**config.mk**
```make
export PLATFORM = sky130hd
export DESIGN_NAME = fifo_word_packer_flat
export DESIGN_NICKNAME = d
export VERILOG_FILES = /design/src/rtl/fifo_word_packer_if.sv /design/src/rtl/fifo_word_packer.sv /design/src/flat_wrapper.sv
export SDC_FILE = /design/constraint.sdc
export NUM_CORES = 1
export LEC_CHECK = 0
export ABC_AREA = 1
export CORE_MARGIN = 2
export CORE_UTILIZATION = 56
export DETAILED_ROUTE_END_ITERATION = 10
export DONT_BUFFER_PORTS = 1
export GPL_ROUTABILITY_DRIVEN = 0
export GPL_TIMING_DRIVEN = 0
export PLACE_DENSITY = 0.72
export SLEW_MARGIN = 20
export SYNTH_ARGS = -nofsm -noshare
export SYNTH_HDL_FRONTEND = slang
export SYNTH_SLANG_ARGS = --single-unit
export TNS_END_PERCENT = 100
```
**constraint.sdc**
```tcl
create_clock -name clk_i -period 1.4 [get_ports clk_i]
set_input_delay 0.21 -clock clk_i [delete_from_list [all_inputs] [get_ports clk_i]]
set_output_delay 0.21 -clock clk_i [all_outputs]
set_load 0.01 [all_outputs]
```
**src/rtl/fifo_word_packer_if.sv**
```systemverilog
// -----------------------------------------------------------------------------
// fifo_word_packer_if
// Bundles the FIFO read port and the packed-word valid/ready port of
// fifo_word_packer. Signal names keep the packer's point of view (_i = into the
// packer, _o = out of the packer).
//   master : the packer itself
//   slave  : the environment (FIFO read side plus the wide downstream sink)
// -----------------------------------------------------------------------------
interface fifo_word_packer_if #(
    parameter int WIDTH = 8,
    parameter int RATIO = 4
);
    localparam int BYTES_W = $clog2(RATIO) + 1;

    // FIFO read side
    logic                   fifo_empty_i;
    logic [WIDTH-1:0]       fifo_rdata_i;
    logic                   fifo_rd_en_o;

    // Packed-word output side
    logic [WIDTH*RATIO-1:0] word_o;
    logic                   word_valid_o;
    logic                   word_ready_i;
    logic [BYTES_W-1:0]     word_bytes_o;

    modport master (
        input  fifo_empty_i,
        input  fifo_rdata_i,
        input  word_ready_i,
        output fifo_rd_en_o,
        output word_o,
        output word_valid_o,
        output word_bytes_o
    );

    modport slave (
        output fifo_empty_i,
        output fifo_rdata_i,
        output word_ready_i,
        input  fifo_rd_en_o,
        input  word_o,
        input  word_valid_o,
        input  word_bytes_o
    );
endinterface

```
**src/rtl/fifo_word_packer.sv**
```systemverilog
// -----------------------------------------------------------------------------
// fifo_word_packer
// Read-clock-domain consumer for the async FIFO. Pops WIDTH-bit entries and
// packs RATIO consecutive entries into one little-endian wide word (first
// entry read lands in lane 0), presented on a valid/ready port.
//
// Read latency of the FIFO is one cycle: a read issued in cycle n delivers its
// data in cycle n+1, where it is captured into the next free lane.
//
// Optional feature macro: PACK_FLUSH_EN
//   defined   : a partial word is flushed after TIMEOUT idle cycles, with
//               word_bytes_o giving the number of valid lanes.
//   undefined : partial words wait for more entries; word_bytes_o == RATIO
//               whenever word_valid_o is high.
// -----------------------------------------------------------------------------
module fifo_word_packer #(
    parameter int WIDTH   = 8,
    parameter int RATIO   = 4,
    parameter int TIMEOUT = 16
) (
    input  logic                clk_i,
    input  logic                rst_i,
    fifo_word_packer_if.master  bus
);
    localparam int CW = $clog2(RATIO) + 1;

    typedef enum logic {
        FILL = 1'b0,
        FULL = 1'b1
    } state_e;

    state_e                       state;
    logic   [CW-1:0]              cnt;        // lanes already captured
    logic                         pend;       // a read was issued last cycle
    logic   [RATIO-1:0][WIDTH-1:0] lanes;     // assembly register
    logic   [CW:0]                inflight;   // captured + still in flight
    logic                         rd_en;
    logic                         slot_free;
    logic                         capture;
    logic                         last_capture;
    logic                         flush;

    assign inflight     = {1'b0, cnt} + {{CW{1'b0}}, pend};
    assign slot_free    = !bus.word_valid_o || bus.word_ready_i;
    assign capture      = pend && (state == FILL);
    assign last_capture = capture && (cnt == CW'(RATIO - 1));

    // Read request: only in FILL, never while empty, never beyond the lanes left.
    // NOTE: every always_comb output gets a default first so no path leaves it
    // unassigned, which would otherwise infer a latch.
    always_comb begin
        rd_en = 1'b0;
        if (!rst_i && !bus.fifo_empty_i && (state == FILL) &&
            (inflight < (CW+1)'(RATIO))) begin
            rd_en = 1'b1;
        end
    end

    assign bus.fifo_rd_en_o = rd_en;

`ifdef PACK_FLUSH_EN
    localparam int IW = $clog2(TIMEOUT + 1);

    logic [IW-1:0] idle_cnt;
    logic          idle_cycle;

    // A partial word is waiting and nothing is arriving or available.
    assign idle_cycle = (state == FILL) && (cnt != '0) && !pend && bus.fifo_empty_i;
    assign flush      = (state == FILL) && (cnt != '0) && !pend &&
                        (idle_cnt == IW'(TIMEOUT)) && slot_free;

    // Idle counter: counts consecutive idle cycles, saturating at TIMEOUT.
    always_ff @(posedge clk_i) begin
        if (rst_i) begin
            idle_cnt <= '0;
        end else if (flush || !idle_cycle) begin
            idle_cnt <= '0;
        end else if (idle_cnt != IW'(TIMEOUT)) begin
            idle_cnt <= idle_cnt + IW'(1);
        end
    end
`else
    logic unused_timeout;

    assign flush          = 1'b0;
    assign unused_timeout = ^TIMEOUT;
`endif

    // Packing FSM: capture lanes in FILL, hand the word to the output slot in FULL.
    // NOTE: sequential state uses non-blocking assignments so every register
    // samples the pre-edge values regardless of statement order.
    always_ff @(posedge clk_i) begin
        if (rst_i) begin
            state            <= FILL;
            cnt              <= '0;
            pend             <= 1'b0;
            // NOTE: the assembly register is reset (and re-cleared on every
            // load) because a flushed partial word must present 0 in its
            // unused upper lanes.
            lanes            <= '0;
            bus.word_o       <= '0;
            bus.word_valid_o <= 1'b0;
            bus.word_bytes_o <= '0;
        end else begin
            pend <= rd_en;

            if (bus.word_valid_o && bus.word_ready_i) begin
                bus.word_valid_o <= 1'b0;
            end

            case (state)
                FILL: begin
                    if (capture) begin
                        for (int i = 0; i < RATIO; i++) begin
                            if (cnt == CW'(i)) begin
                                lanes[i] <= bus.fifo_rdata_i;
                            end
                        end
                        cnt <= cnt + CW'(1);
                        if (last_capture) begin
                            state <= FULL;
                        end
                    end else if (flush) begin
                        bus.word_o       <= lanes;
                        bus.word_valid_o <= 1'b1;
                        bus.word_bytes_o <= cnt;
                        cnt              <= '0;
                        lanes            <= '0;
                    end
                end
                FULL: begin
                    if (slot_free) begin
                        bus.word_o       <= lanes;
                        bus.word_valid_o <= 1'b1;
                        bus.word_bytes_o <= CW'(RATIO);
                        cnt              <= '0;
                        lanes            <= '0;
                        state            <= FILL;
                    end
                end
                default: state <= FILL;
            endcase
        end
    end
endmodule

```
**src/flat_wrapper.sv**
```systemverilog
// flat-port wrapper written by rule: the top's interface ports become plain ports
module fifo_word_packer_flat 
#(
    parameter int WIDTH   = 8,
    parameter int RATIO   = 4,
    parameter int TIMEOUT = 16
)
  (clk_i, rst_i, bus_fifo_empty_i, bus_fifo_rdata_i, bus_word_ready_i, bus_fifo_rd_en_o, bus_word_o, bus_word_valid_o, bus_word_bytes_o);
  fifo_word_packer_if #(.WIDTH(WIDTH), .RATIO(RATIO)) bus_i ();
  input  logic clk_i;
  input  logic rst_i;
  input wire logic [$bits(bus_i.fifo_empty_i)-1:0] bus_fifo_empty_i;
  input wire logic [$bits(bus_i.fifo_rdata_i)-1:0] bus_fifo_rdata_i;
  input wire logic [$bits(bus_i.word_ready_i)-1:0] bus_word_ready_i;
  output wire logic [$bits(bus_i.fifo_rd_en_o)-1:0] bus_fifo_rd_en_o;
  output wire logic [$bits(bus_i.word_o)-1:0] bus_word_o;
  output wire logic [$bits(bus_i.word_valid_o)-1:0] bus_word_valid_o;
  output wire logic [$bits(bus_i.word_bytes_o)-1:0] bus_word_bytes_o;
  assign bus_i.fifo_empty_i = bus_fifo_empty_i;
  assign bus_i.fifo_rdata_i = bus_fifo_rdata_i;
  assign bus_i.word_ready_i = bus_word_ready_i;
  assign bus_fifo_rd_en_o = bus_i.fifo_rd_en_o;
  assign bus_word_o = bus_i.word_o;
  assign bus_word_valid_o = bus_i.word_valid_o;
  assign bus_word_bytes_o = bus_i.word_bytes_o;
  fifo_word_packer #(.WIDTH(WIDTH), .RATIO(RATIO), .TIMEOUT(TIMEOUT)) u_core (.clk_i(clk_i), .rst_i(rst_i), .bus(bus_i));
endmodule
```
==> out/summary.txt, run 1 <==
gr usage total: 22.2%
CP required: 1620 ps
cell total after placement: 472
Achievable Freq: 761 MHz
n_diodes: 0
Core Area: 5110 µm²
Leakage: 1.44 nW
Pins Over Slew Limit: 0
wirelength, routed: 6470 µm
top-count cell post-synth: nor2_1
Tmin final: 1310 ps
hold crit path type: input pin to register
final core utilization: 65.0%
Post-synth top cells: nor2_1, dfxtp_1, nand2_1
Clock Path Buffers: 2
vias in the first global route: 2321
critical path peak fanout: 10
Startpoint Class: register
worst r2r src: u_core.cnt[0]
die area: 5870 µm²
Setup WS post-layout: 85.8 ps
critical path arrival: 1540 ps
Initial DRT Pass Iterations: 4
CP Class: register to register
Synth Flop Type: dfxtp_1
status: finished clean
CTS tree: done
crit path to: u_core.lanes[1]
sequential fraction of the synthesis area: 48.1%
clock-pin slew on the worst setup and hold paths: 70 ps
R2R depth: 9
initial core utilization: 57.8%
max_cap viols: 0
Die X: 76.6 µm
Cell variety after synth: 23
first-pass GRT wire length: 10400 µm
Post-synth EDFFs: 0
Congestion Overflow GR: 0
area share of the largest cell type after synthesis: 48.1%
Area contributors post-synth: dfxtp_1, nor2_1, a21oi_1, nand3_1, nand2_1
Post-synth ARST share: 0%
Remaining DRCs: 0
Num CTS Buffers: 9
Max-slew headroom: 66.1%
Max IR drop VDD: 0.000840 V
worst slew pin tran: 509 ps
DP Worst Slack: -115 ps
Routed Antenna Nets: 0
crit path from: u_core.cnt[0]
clk sinks: 71
site row count: 26
Root Driver: clkbuf_8
Fin. Hold Viols: 0
final std cell area, no fill: 3320 µm²
top cell type by total area after synthesis: dfxtp_1
Nets: 433
post-DP HPWL: 4390 µm
R2R setup slack: 90 ps
vias per std cell: 5.05
Cell Area, Synth: 2950 µm²
Clk Latency, worst-skew pair: 330 ps
met1 wire length: 3050 µm
Setup Skew: 8.45 ps
number of synthesized register bits: 71
routed wl met2: 2890 µm
fraction of layout cells with a size suffix above 1: 12.6%
DR vias: 2479
largest net degree at the start of global routing: 17
FF-to-FF End: u_core.lanes[1]
PortBufs: 0
Layout area overhead: 12.4%
final worst-path cycle share: 93.9%
initial drt markers: 125
final setup vio count: 0
yosys synthesis warning count: 0
I/O pin count: 49
H-tree depth: 3
Die Ht: 76.6 µm
Crit. End Element: register
Placed Area: 3050 µm²
routed wl met3: 369 µm
syn avg cell area: 7.37 µm²
Min Hold Slack: 21.0 ps
highest routed layer: met4
initial antenna violation count: 0
Pwr per Cell Area: 1220 nW/µm²
Layout Cells excl Fill: 491
Routed WL per cell: 13.2 µm
Mapped Cells: 401
==> layer usage <==
| metal | vias to the layer above | track usage (%) |
|---|---|---|
| li1 | 1287 | - |
| met2 | 64 | 34.8 |
| met1 | 1113 | 28.5 |
| met5 | - | 0 |
| met4 | 0 | 9.09 |
| met3 | 15 | 6.87 |
==> registers in the layout (all words and copies together), names as in the netlist <==
register                 count
u_core.cnt                   3
u_core.bus.word_o           32
u_core.bus.word_valid_o      1
u_core.lanes                32
u_core.state                 1
u_core.bus.word_bytes_o      1
u_core.pend                  1
==> kinds of logic after synthesis <==
family	count (synthesis)	share of synthesized area (%)
flip-flops	71	48.1
AND/OR/NAND/NOR	181	25.6
AO/OA/AOI/OAI	72	12.3
other	1	0.127
buffers and inverters	71	11.7
adder cells (fa/ha/maj)	5	2.12
==> worst min-delay path by stage <==
stage                   startpoint                to  slack (ps)  cells after the start
4_1_cts        bus_fifo_rdata_i[3]  u_core.lanes[27]          10                      2
2_1_floorplan                rst_i  u_core.lanes[25]         280                      1
3_3_place_gp                 rst_i  u_core.lanes[26]         280                      1
5_1_grt        bus_fifo_rdata_i[3]  u_core.lanes[27]          10                      2
6_report       bus_fifo_rdata_i[3]  u_core.lanes[27]          20                      2
3_5_place_dp                 rst_i  u_core.lanes[26]         280                      1
==> repair_timing <==
item,CTS,global route
hold endpoints to repair,3,0
pin swaps,0,2
hold buffers,1,0
setup buffers,0,3
resized for setup,3,9
endpoints found under the setup margin,22,49
cloned,0,1
==> final cells by class <==
| type | instances | area [µm²] |
|---|---|---|
| timing repair buffer | 4 | 32.5 |
| inverter | 44 | 171 |
| multi-input combinational | 261 | 1220 |
| clock buffer | 12 | 135 |
| buffer | 25 | 174 |
| sequential | 71 | 1430 |
| tap | 70 | 87.6 |
| clock inverter | 4 | 70.1 |
| fill | 466 | 1790 |
==> report_power, final <==
group,internal (W),switching (W),total [W]
Sequential,0.00205,0.0000235,0.00208
Combinational,0.0000788,0.000146,0.000225
Clock,0.00100,0.000732,0.00173
==> critical path, cell delays in order, from the launching register on <==
cell	delay [ps]
dfxtp_4	380
inv_1	80
ha_1	190
nand2_1	70
inv_2	30
nand2_2	120
buf_6	150
nand3_1	70
nand2_1	70
nor2_1	50
==> cells in the final DEF, fill, tap and decap left out, drive strengths merged <==
| master | count |
|---|---|
| nor2 | 101 |
| dfxtp | 71 |
| nand2 | 43 |
| inv | 42 |
| a21oi | 37 |
| nand3 | 37 |
| o21ai | 33 |
| buf | 20 |
| clkbuf | 20 |
| ha | 5 |
| clkinv | 4 |
| conb | 2 |
| bufinv | 2 |
| a31oi | 2 |
| or2 | 1 |
| dlygate4sd3 | 1 |
==> per-stage QoR <==
step                      total power (W)  setup TNS, ps
after CTS                         0.00404              0
final                             0.00404              0
after global placement            0.00233           -232
after global routing              0.00417          -18.7
after detailed placement          0.00233           -768
after floorplan                   0.00229              0
(Power assumes the default switching activity.)
==> run 2: changes to the inputs <==
- MAX_ROUTING_LAYER: not set -> met4
==> run 2 against run 1 <==
  * Clock skew is 2.7 ps lower
  * Worst setup slack worse by 4.8 ps
  * Sequential power hardly changed
  * Largest power group unchanged
  * Critical endpoint is now u_core.lanes[2]
  * Via count is 0.65% higher
  * Sequential share of layout area stayed put
  * Fmax is 0.37% lower
  * Hold slack hardly changed
  * Routed wire length is 0.20% lower
  * Utilization stayed put
  * Combinational power hardly changed
  * Non-clock buffer count stayed put
==> out/summary.txt, run 2 (synthesis results as in run 1) <==
Pwr per Cell Area: 1210 nW/µm² (was 1220 nW/µm²)
initial drt markers: 126 (was 125)
total power: 0.00403 W (was 0.00404 W)
final core utilization: 65.0% (unchanged)
site row count: 26 (unchanged)
Die X: 76.6 µm (unchanged)
post-DP HPWL: 4390 µm (unchanged)
I/O pin count: 49 (unchanged)
Layout area overhead: 12.4% (unchanged)
critical path arrival: 1540 ps (about the same)
Crit. End Element: register (unchanged)
Congestion Overflow GR: 0 (unchanged)
first-pass GRT wire length: 10400 µm (about the same)
largest net degree at the start of global routing: 17 (unchanged)
gr usage total: 22.8% (was 22.2%)
Core Area: 5110 µm² (unchanged)
Nets: 433 (unchanged)
Largest regs: u_core.bus.word_o x32, u_core.lanes x32, u_core.cnt x3 (unchanged)
Clock Path Buffers: 2 (unchanged)
H-tree depth: 3 (unchanged)
Num CTS Buffers: 9 (unchanged)
CP Class: register to register (unchanged)
die area: 5870 µm² (unchanged)
most frequent cells in the layout: nor2_1, dfxtp_1, nand2_1 (unchanged)
Placed Area: 3050 µm² (unchanged)
hold crit path type: input pin to register (unchanged)
Pins Over Slew Limit: 0 (unchanged)
filler instances: 466 (unchanged)
CTS tree: done (unchanged)
wirelength, routed: 6460 µm (was 6470 µm)
vias per std cell: 5.08 (was 5.05)
final worst-path cycle share: 94.2% (was 93.9%)
DR vias: 2495 (was 2479)
Routed Antenna Nets: 0 (unchanged)
Setup WS post-layout: 80.9 ps (was 85.8 ps)
Tmin final: 1320 ps (was 1310 ps)
critical path peak fanout: 10 (unchanged)
Leakage: 1.44 nW (unchanged)
Root Driver: clkbuf_8 (unchanged)
Die Ht: 76.6 µm (unchanged)
PortBufs: 0 (unchanged)
Achievable Freq: 758 MHz (was 761 MHz)
initial antenna violation count: 0 (unchanged)
Fin. Hold Viols: 0 (unchanged)
Setup Skew: 5.75 ps (was 8.45 ps)
Max-slew headroom: 66.5% (was 66.1%)
initial core utilization: 57.8% (unchanged)
final std cell area, no fill: 3320 µm² (unchanged)
most common cell after layout, fill and taps aside: nor2_1 (unchanged)
Clk Latency, worst-skew pair: 330 ps (about the same)
clk sinks: 71 (unchanged)
final setup vio count: 0 (unchanged)
Remaining DRCs: 0 (unchanged)
n_diodes: 0 (unchanged)
max_cap viols: 0 (unchanged)
worst slew pin tran: 503 ps (was 509 ps)
vias in the first global route: 2325 (was 2321)
clock-pin slew on the worst setup and hold paths: 70 ps (about the same)
fraction of layout cells with a size suffix above 1: 12.6% (unchanged)
status: finished clean (unchanged)
Startpoint Class: register (unchanged)
CP required: 1620 ps (about the same)
Initial DRT Pass Iterations: 4 (unchanged)
Max IR drop VDD: 0.000841 V (was 0.000840 V)
Routed WL per cell: 13.2 µm (about the same)
DP Worst Slack: -115 ps (unchanged)
run 2: power by group:
group | total [W] | switching, W | internal [W]
Clock | 0.00172 | 0.000723 | 0.00100
Sequential | 0.00208 | 0.0000237 | 0.00205
Combinational | 0.000225 | 0.000146 | 0.0000788
Total | 0.00403 | 0.000893 | 0.00313
run 2: metrics by stage:
stage | cells | setup TNS (ps) | hold WS [ps]
finish | 491 | 0 | 21.0
CTS | 487 | 0 | 12.1
global route | 491 | -18.7 | 14.3
detailed placement | 472 | -768 | 284
global placement | 472 | -232 | 280
floorplan | 402 | 0 | 279
run 2: routing by layer:
metal	vias up	wire length [µm]	global-route usage, %
met3	17	361	6.87
met2	68	2880	34.8
met5	-	0	-
met4	0	161	9.09
met1	1121	3050	28.4
li1	1289	-	-
run 2: cell type report:
type	instances	area [µm²]	share of cell area [%]
Tap cell	70	87.6	2.64
Buffer	25	174	5.24
Inverter	44	171	5.16
Clock inverter	4	70.1	2.11
Sequential cell	71	1430	43.0
Clock buffer	12	135	4.07
Multi-Input combinational cell	261	1220	36.8
Timing Repair Buffer	4	32.5	0.980
run 2: critical path, stage by stage (launching register included):
cell and delay (ps):
dfxtp_4 380, inv_1 80, ha_1 190, nand2_1 60, inv_2 30, nand2_2 120
buf_6 150, nand3_1 70, nand2_1 70, nor2_1 50
run 2: path summary, 6_finish.rpt:
check,end,start,depth (start not counted),slack [ps]
max,u_core.lanes[2],u_core.cnt[0],9,80
min,u_core.lanes[27],bus_fifo_rdata_i[3],2,20
max reg2reg,u_core.lanes[2],u_core.cnt[0],9,80
min reg2reg,u_core.lanes[30],u_core.lanes[30],2,480
run 2: what timing repair did:
action | CTS | global route
setup endpoints to repair | 22 | 49
hold buffers | 1 | 0
gates resized for setup | 3 | 9
pin swaps | 0 | 2
gates cloned | 0 | 1
hold endpoints to repair | 3 | 0
buffers inserted | 0 | 3
